## config.mk

```make
export PLATFORM = sky130hd
export DESIGN_NAME = ysyx_25040118_core_seq_flat
export DESIGN_NICKNAME = d
export VERILOG_FILES = /design/src/rtl/ysyx_25040118_core_seq_if.sv /design/src/rtl/ysyx_25040118_core_seq.sv /design/src/flat_wrapper.sv
export SDC_FILE = /design/constraint.sdc
export NUM_CORES = 1
export LEC_CHECK = 0
export BUFFER_PORTS_ARGS = -buffer_cell sky130_fd_sc_hd__buf_2
export CAP_MARGIN = 0
export CORE_MARGIN = 2
export CORE_UTILIZATION = 32
export CTS_BUF_LIST = sky130_fd_sc_hd__clkbuf_4 sky130_fd_sc_hd__clkbuf_8 sky130_fd_sc_hd__clkbuf_16
export DETAILED_ROUTE_END_ITERATION = 10
export GPL_TIMING_DRIVEN = 0
export PLACE_DENSITY = 0.57
export SLEW_MARGIN = 20
export SYNTH_ARGS = -nofsm -noshare
export SYNTH_HDL_FRONTEND = slang
export SYNTH_SLANG_ARGS = --single-unit
export TNS_END_PERCENT = 20
```

## constraint.sdc

```tcl
create_clock -name clk -period 2.1 [get_ports clk]
set_input_delay 0.315 -clock clk [delete_from_list [all_inputs] [get_ports clk]]
set_output_delay 0.315 -clock clk [all_outputs]
set_load 0.05 [all_outputs]
```

## src/rtl/ysyx_25040118_core_seq_if.sv

```systemverilog
// IFU/LSU valid-ready request/response bundle driven by the NPC sequencer.
// master = sequencer side, slave = IFU/LSU side.
interface ysyx_25040118_core_seq_if;
   logic ifu_req_valid;
   logic ifu_req_ready;
   logic ifu_rsp_valid;
   logic ifu_rsp_err;
   logic lsu_req_valid;
   logic lsu_req_ready;
   logic lsu_rsp_valid;
   logic lsu_rsp_err;

   modport master (
      output ifu_req_valid, lsu_req_valid,
      input  ifu_req_ready, ifu_rsp_valid, ifu_rsp_err,
      input  lsu_req_ready, lsu_rsp_valid, lsu_rsp_err
   );

   modport slave (
      input  ifu_req_valid, lsu_req_valid,
      output ifu_req_ready, ifu_rsp_valid, ifu_rsp_err,
      output lsu_req_ready, lsu_rsp_valid, lsu_rsp_err
   );
endinterface

```

## src/rtl/ysyx_25040118_core_seq.sv

```systemverilog
// Multi-cycle NPC sequencer: fetch -> exec -> optional mem -> writeback, with sticky halt.
// Define NPC_PERF_CNT_EN to add the perf_cycle / perf_instret counter ports.
module ysyx_25040118_core_seq #(
   parameter int TIMEOUT_CYCLES = 1024,
   parameter int TO_W           = 11
) (
   input  logic                            clk,
   input  logic                            rst,
   ysyx_25040118_core_seq_if.master        bus,
   output logic                            inst_latch_en,
   input  logic                            is_load,
   input  logic                            is_store,
   input  logic                            ebreak,
   input  logic                            dec_rf_we,
   output logic                            pc_we,
   output logic                            rf_we,
   output logic                            stop,
   output logic [1:0]                      halt_cause,
   output logic [2:0]                      state
`ifdef NPC_PERF_CNT_EN
   ,
   output logic [63:0]                     perf_cycle,
   output logic [63:0]                     perf_instret
`endif
);

   typedef enum logic [2:0] {
      IDLE  = 3'd0,
      FREQ  = 3'd1,
      FWAIT = 3'd2,
      EXEC  = 3'd3,
      MREQ  = 3'd4,
      MWAIT = 3'd5,
      WB    = 3'd6,
      HALT  = 3'd7
   } seq_state_e;

   localparam logic [1:0] CAUSE_NONE    = 2'd0;
   localparam logic [1:0] CAUSE_EBREAK  = 2'd1;
   localparam logic [1:0] CAUSE_BUSERR  = 2'd2;
   localparam logic [1:0] CAUSE_TIMEOUT = 2'd3;
   localparam logic [TO_W-1:0] TO_LAST  = TO_W'(TIMEOUT_CYCLES - 1);

   seq_state_e      cur, nxt;
   logic [1:0]      cause_nxt;
   logic [TO_W-1:0] to_cnt;
   logic            waiting;
   logic            expired;

   assign waiting = (cur == FREQ) || (cur == FWAIT) || (cur == MREQ) || (cur == MWAIT);
   assign expired = waiting && (to_cnt == TO_LAST);
   assign state   = cur;

   always_ff @(posedge clk) begin
      if (!rst) begin
         cur        <= IDLE;
         stop       <= 1'b0;
         halt_cause <= CAUSE_NONE;
      end else begin
         cur <= nxt;
         // stop/halt_cause latch on the entry edge and stay until reset
         if (nxt == HALT && cur != HALT) begin
            stop       <= 1'b1;
            halt_cause <= cause_nxt;
         end
      end
   end

   always_ff @(posedge clk) begin
      if (!rst)            to_cnt <= '0;
      else if (nxt != cur) to_cnt <= '0;
      else if (waiting)    to_cnt <= to_cnt + 1'b1;
   end

   // Handshakes are tested before expiry so a response on the last cycle still progresses.
   always_comb begin
      nxt       = cur;
      cause_nxt = CAUSE_NONE;
      case (cur)
         IDLE:  nxt = FREQ;
         FREQ: begin
            if (bus.ifu_req_ready) nxt = FWAIT;
            else if (expired) begin nxt = HALT; cause_nxt = CAUSE_TIMEOUT; end
         end
         FWAIT: begin
            if (bus.ifu_rsp_valid) begin
               if (bus.ifu_rsp_err) begin nxt = HALT; cause_nxt = CAUSE_BUSERR; end
               else nxt = EXEC;
            end else if (expired) begin nxt = HALT; cause_nxt = CAUSE_TIMEOUT; end
         end
         EXEC: begin
            if (ebreak) begin nxt = HALT; cause_nxt = CAUSE_EBREAK; end
            else if (is_load || is_store) nxt = MREQ;
            else nxt = WB;
         end
         MREQ: begin
            if (bus.lsu_req_ready) nxt = MWAIT;
            else if (expired) begin nxt = HALT; cause_nxt = CAUSE_TIMEOUT; end
         end
         MWAIT: begin
            if (bus.lsu_rsp_valid) begin
               if (bus.lsu_rsp_err) begin nxt = HALT; cause_nxt = CAUSE_BUSERR; end
               else nxt = WB;
            end else if (expired) begin nxt = HALT; cause_nxt = CAUSE_TIMEOUT; end
         end
         WB:      nxt = FREQ;
         HALT:    nxt = HALT;
         default: nxt = IDLE;
      endcase
   end

   always_comb begin
      bus.ifu_req_valid = (cur == FREQ);
      bus.lsu_req_valid = (cur == MREQ);
      inst_latch_en     = (cur == FWAIT) && bus.ifu_rsp_valid && !bus.ifu_rsp_err;
      pc_we             = (cur == WB);
      rf_we             = (cur == WB) && dec_rf_we;
   end

`ifdef NPC_PERF_CNT_EN
   always_ff @(posedge clk) begin
      if (!rst) begin
         perf_cycle   <= 64'd0;
         perf_instret <= 64'd0;
      end else begin
         if (!stop)          perf_cycle   <= perf_cycle + 64'd1;
         if (cur == WB)      perf_instret <= perf_instret + 64'd1;
      end
   end
`endif

endmodule

```

## src/flat_wrapper.sv

```systemverilog
// flat-port wrapper written by rule: the top's interface ports become plain ports
module ysyx_25040118_core_seq_flat 
#(
   parameter int TIMEOUT_CYCLES = 1024,
   parameter int TO_W           = 11
)
  (clk, rst, inst_latch_en, is_load, is_store, ebreak, dec_rf_we, pc_we, rf_we, stop, halt_cause, state, bus_ifu_req_valid, bus_lsu_req_valid, bus_ifu_req_ready, bus_ifu_rsp_valid, bus_ifu_rsp_err, bus_lsu_req_ready, bus_lsu_rsp_valid, bus_lsu_rsp_err);
  ysyx_25040118_core_seq_if bus_i ();
  input  logic clk;
  input  logic rst;
  output logic inst_latch_en;
  input  logic is_load;
  input  logic is_store;
  input  logic ebreak;
  input  logic dec_rf_we;
  output logic pc_we;
  output logic rf_we;
  output logic stop;
  output logic [1:0] halt_cause;
  output logic [2:0] state;
  output wire logic [$bits(bus_i.ifu_req_valid)-1:0] bus_ifu_req_valid;
  output wire logic [$bits(bus_i.lsu_req_valid)-1:0] bus_lsu_req_valid;
  input wire logic [$bits(bus_i.ifu_req_ready)-1:0] bus_ifu_req_ready;
  input wire logic [$bits(bus_i.ifu_rsp_valid)-1:0] bus_ifu_rsp_valid;
  input wire logic [$bits(bus_i.ifu_rsp_err)-1:0] bus_ifu_rsp_err;
  input wire logic [$bits(bus_i.lsu_req_ready)-1:0] bus_lsu_req_ready;
  input wire logic [$bits(bus_i.lsu_rsp_valid)-1:0] bus_lsu_rsp_valid;
  input wire logic [$bits(bus_i.lsu_rsp_err)-1:0] bus_lsu_rsp_err;
  assign bus_ifu_req_valid = bus_i.ifu_req_valid;
  assign bus_lsu_req_valid = bus_i.lsu_req_valid;
  assign bus_i.ifu_req_ready = bus_ifu_req_ready;
  assign bus_i.ifu_rsp_valid = bus_ifu_rsp_valid;
  assign bus_i.ifu_rsp_err = bus_ifu_rsp_err;
  assign bus_i.lsu_req_ready = bus_lsu_req_ready;
  assign bus_i.lsu_rsp_valid = bus_lsu_rsp_valid;
  assign bus_i.lsu_rsp_err = bus_lsu_rsp_err;
  ysyx_25040118_core_seq #(.TIMEOUT_CYCLES(TIMEOUT_CYCLES), .TO_W(TO_W)) u_core (.clk(clk), .rst(rst), .bus(bus_i), .inst_latch_en(inst_latch_en), .is_load(is_load), .is_store(is_store), .ebreak(ebreak), .dec_rf_we(dec_rf_we), .pc_we(pc_we), .rf_we(rf_we), .stop(stop), .halt_cause(halt_cause), .state(state));
endmodule
```

## Word level (Yosys, flattened, before mapping)

Index checks and enable logic that the tools add are counted.

- Register bits: 17
- Bits of input ports: 12
- Output and inout bits: 11

- Add/subtract/negate cells: 1
- Equal/unequal tests: 11
- Muxes and demuxes: 19
- Bitwise gates (word level): 1
- Reduce and logical (&&, ||, !) cells: 13

Operators by type and width:

| operator | number |
|---|---|
| $mux W3 | 7 |
| $pmux W3 S7 | 1 |
| $mux W2 | 8 |
| $eq A3 B3 Y1 const B | 5 |
| $add A11 B1 Y11 const B | 1 |
| $eq A11 B10 Y1 const B | 1 |
| $pmux W2 S5 | 1 |
| $eq A3 B2 Y1 const B | 2 |
| $logic_and A1 B1 Y1 | 5 |
| $logic_or A1 B1 Y1 | 4 |
| $reduce_or A2 Y1 | 2 |
| $eq A3 B1 Y1 const B | 1 |
| $logic_not A3 Y1 | 1 |
| $ne A3 B3 Y1 | 1 |
| $ne A3 B3 Y1 const B | 1 |
| $mux W1 | 2 |
| $logic_not A1 Y1 | 1 |
| $not A1 Y1 | 1 |

## Depth between registers and ports, before layout

- Depth in word-level cells: 10
- Depth in mapped cells: 9
- Gate-level depth less buffers: 7

## Least setup slack after synthesis

OpenSTA, ideal clock, no wires.

- Path kind: reg2out
- From: register u_core.cur[0] (netlist: u_core.state[0])
- To: output port inst_latch_en
- Arrival: 2,692 ps
- Required time: 1,785 ps
- Setup slack: -907 ps
- Cell stages (with the launch flop): 5
- Path through: dfxtp_1 -> buf_6 -> buf_2 -> buf_2 -> nor4b_1

- Longest elaborated chain between the ends: 3

Ends and longest elaborated chain:

| what | RTL line | RTL |
|---|---|---|
| start, declared | ysyx_25040118_core_seq.sv:44 | `seq_state_e cur, nxt;` |
| start signal, assigned | ysyx_25040118_core_seq.sv:60 | `cur <= nxt;` |
| $eq A3 B2 Y1 | ysyx_25040118_core_seq.sv:115 | `inst_latch_en = (cur == FWAIT) && bus.ifu_rsp_valid && !bus.ifu_rsp_err;` |
| $logic_and A1 B1 Y1 (2 in a row) | ysyx_25040118_core_seq.sv:115 |  |
| end, declared | flat_wrapper.sv:11 | `output logic inst_latch_en;` |

No other way between the ends.

## Final worst setup path

- From: register u_core.to_cnt[0]
- To: register u_core.halt_cause[1]

- Longest elaborated chain between the ends: 7
- Elaborated cells between the ends (all ways): 16

Ends and longest elaborated chain:

| what | RTL line | RTL |
|---|---|---|
| start, declared | ysyx_25040118_core_seq.sv:46 | `logic [TO_W-1:0] to_cnt;` |
| start signal, assigned | ysyx_25040118_core_seq.sv:72 | `else if (waiting) to_cnt <= to_cnt + 1'b1;` |
| $eq A11 B10 Y1 (*) | ysyx_25040118_core_seq.sv:51 | `assign expired = waiting && (to_cnt == TO_LAST);` |
| $logic_and A1 B1 Y1 (*) | ysyx_25040118_core_seq.sv:51 |  |
| $mux W3 | - |  |
| $mux W3 (on tied branches) | - |  |
| $pmux W3 S7 | ysyx_25040118_core_seq.sv:79 | `case (cur)` |
| $eq A3 B3 Y1 | ysyx_25040118_core_seq.sv:62 | `if (nxt == HALT && cur != HALT) begin` |
| $logic_and A1 B1 Y1 | ysyx_25040118_core_seq.sv:62 |  |
| end signal, assigned | ysyx_25040118_core_seq.sv:64 | `halt_cause <= cause_nxt;` |
| end, declared | ysyx_25040118_core_seq.sv:18 | `output logic [1:0] halt_cause,` |

Mark *: on every way between the ends. The rest lies on a longest branch, timed or not.
A chain may end at the register's enable or synchronous reset.

==> results.toml <==
[synthesis]
synthDistinctLibCells = 48
ys_seq_elements = 17
synthesis.instances = 144
yosys_warnings = 0
async_reset_ff_share_pct = 0
synth_area_per_cell_um2 = 8.619
mappedNetlistArea_um2 = 1241
synth.yosys.seq_area_share_pct = 27.42
synth-edff-count = 0
syn_nets = 157
synth-main-ff-cell = "sky130_fd_sc_hd__dfxtp_1"

[drt]
detail_route.iter0.violations = 94
final_antenna_net_count = 0
vias = 1131
route.detailed.vias_per_inst = 5.188
wl_per_cell_um = 13.60
drt_drc_violations_left = 0
drt-pass1-iter-count = 4
detail_route.wirelength_mm = 2.964

[min_path]
worst_hold_path_type = "in -> reg"
min_from = "rst"
min_path_cells = 3
hold_path_end = "u_core.state[1]"

[pwr]
power_density_nw_per_um2 = 530.4
power_mw = 0.8157
static-leakage-power_nw = 0.5574
vdd.ir_drop.worst_uv = 360.8

[sta]
maximum_clock_frequency_mhz = 503.7
timing.final.crit_period_ps = 1985
timing.hold.ws_ps = 419.3
rsz_0062_raised_after_global_routing = "true"
timing_hold_violations_final = 0
worstMarginPinSlew_ps = 379.7
slew_headroom_pct = 74.69
fin_skew_ps = 2.337
final-setup-viol-count = 0
setup_tns_ps = 0
final-max-slew-violation-count = 0
fin_crit_sh_pct = 94.53

[global_routing]
overflow = 0
grt_pass1_wl_mm = 4.947
grt_start_max_net_pins = 11
global_route.usage.total_pct = 14.41
grt_pass1_vias = 1084
grt_antenna_before_repair = 0

[die]
die_y_um = 66.28
design.die.area_um2 = 4393
core.rowCount = 22
core_area_um2 = 3689
ios = 23
die_x_um = 66.28
start_util_pct = 33.65

[place]
placed_instance_area_um2 = 1433
port-buffer-count = 21
placed_cells = 213
dpl.hpwl_mm = 2.178
finalWeightedCongestion = 0.7997

[clock_tree]
numClockSinks = 17
cts.htree.levels = 1
cts_max_path_buffers = 2
insertion_delay_ps = 250
root_buffer = "sky130_fd_sc_hd__clkbuf_8"
cts_tree = "yes"
cts-buffers-inserted = 3
clk_pin_slew_worst_paths_ps = 70

[final_layout]
finish.cell_count_without_fillers = 218
design_area_um2 = 1538
drive_above_1_share_pct = 38.24
final_net_count = 184
syn_to_final_growth_pct = 23.89
antenna-diode-count = 0

[setup_path]
r2r-end = "u_core.halt_cause[1]"
cp_data_required_time_ps = 2290
critical_path.endpoint_type = "register"
path_class = "reg -> reg"
path_max_fanout = 4
r2r_cells = 7
reg2reg_slack_ps = 110
cp-start-kind = "register"
timing.critical_path.arrival_ps = 2180
timing.rr.start = "u_core.to_cnt[0]"

[flow_run]
cap_violations = 0

[run_status]
outcome = "completed"
[kinds of logic after synthesis]
family	share of synthesized area, %
fa+ha+maj	1.008
compound gates	18.25
buf+inv	6.552
mux	3.226
xor+xnor	8.368
simple gates	35.18
flops	27.42
[synth_stat cells (all sizes together) (3+ instances only)]
master,instances,area (µm²)
a21oi,6,30.03
buf,10,62.56
dfxtp,17,340.3
inv,4,15.01
mux2i,4,40.04
nand2,11,41.29
nand2b,5,31.28
nand4,4,31.28
nor2,12,52.55
nor2b,3,18.77
nor3,14,120.1
nor3b,4,30.03
nor4,3,25.02
o21ai,6,30.02
xnor2,8,77.58
xor2,3,26.28
[worst max-delay path, cell delays in order (launching register included)]
cell and delay [ps]:
sky130_fd_sc_hd__dfxtp_2 350, sky130_fd_sc_hd__ha_2 220, sky130_fd_sc_hd__nand4_1 130, sky130_fd_sc_hd__or3_4 380, sky130_fd_sc_hd__o211ai_4 210, sky130_fd_sc_hd__o21ai_1 130
sky130_fd_sc_hd__a211oi_2 280, sky130_fd_sc_hd__o221a_1 220
[cell usage in the layout, fill, tap and decap left out, drive strengths merged, types with 3 or more instances in the layout]
cell type	instances
dfxtp	17
nor3b	4
buf	30
nor4	3
xnor2	8
nor3	14
nand2b	5
nand2	11
inv	4
a21oi	6
mux2i	4
clkbuf	6
nor2	12
nor2b	3
xor2	3
nand4	4
o21ai	6
[registers in the layout (all words and copies together) (netlist names)]
signal	count
u_core.stop	1
u_core.halt_cause	2
u_core.state	3
u_core.to_cnt	11
[layout make-up]
cell class	count	area (µm²)
Tap cell	48	60.06
Clock inverter	1	5.005
Fill cell	393	2151
Timing Repair Buffer	22	112.6
Inverter	4	15.01
Sequential cell	17	344.1
Multi-Input combinational cell	112	885.9
Clock buffer	3	41.29
Buffer	11	73.82
[stage by stage]
step                worst slack (ps)  utilization (%)
finish                         114.9            41.69
global route                  -15.29            41.69
CTS                            16.47            40.20
detailed placement             4.571            38.84
global placement               53.46            38.84
floorplan                     -56.01                -
[worst max-delay path by stage]
stage | start | end | slack [ps]
global route | u_core.to_cnt[0] | u_core.halt_cause[1] | -20
detailed placement | u_core.to_cnt[0] | u_core.to_cnt[4] | 5
CTS | u_core.to_cnt[0] | u_core.to_cnt[4] | 20
floorplan | u_core.state[0] | u_core.to_cnt[0] | -60
finish | u_core.to_cnt[0] | u_core.halt_cause[1] | 110
global placement | u_core.to_cnt[0] | u_core.to_cnt[0] | 50
[metal layers]
metal / global-route usage (%) / share of wire, % / vias up
li1: - / - / 570
met1: 19.03 / 45 / 523
met2: 23.13 / 49 / 31
met3: 2.726 / 5.2 / 7
met4: 5.357 / 1.6 / 0
met5: 0 / 0 / -
[where the power goes]
| group | internal (mW) | switching [mW] |
|---|---|---|
| Sequential | 0.329 | 0.00554 |
| Clock | 0.131 | 0.109 |
| Combinational | 0.0902 | 0.151 |
[timing repair]
action                     4_1_cts  5_1_grt
setup endpoints to repair       10       16
setup buffers                    0        1
hold buffers                     0        0
resized for setup                1       13
pin swaps                        0        2
No activity file was read; power rests on OpenSTA's default activity.
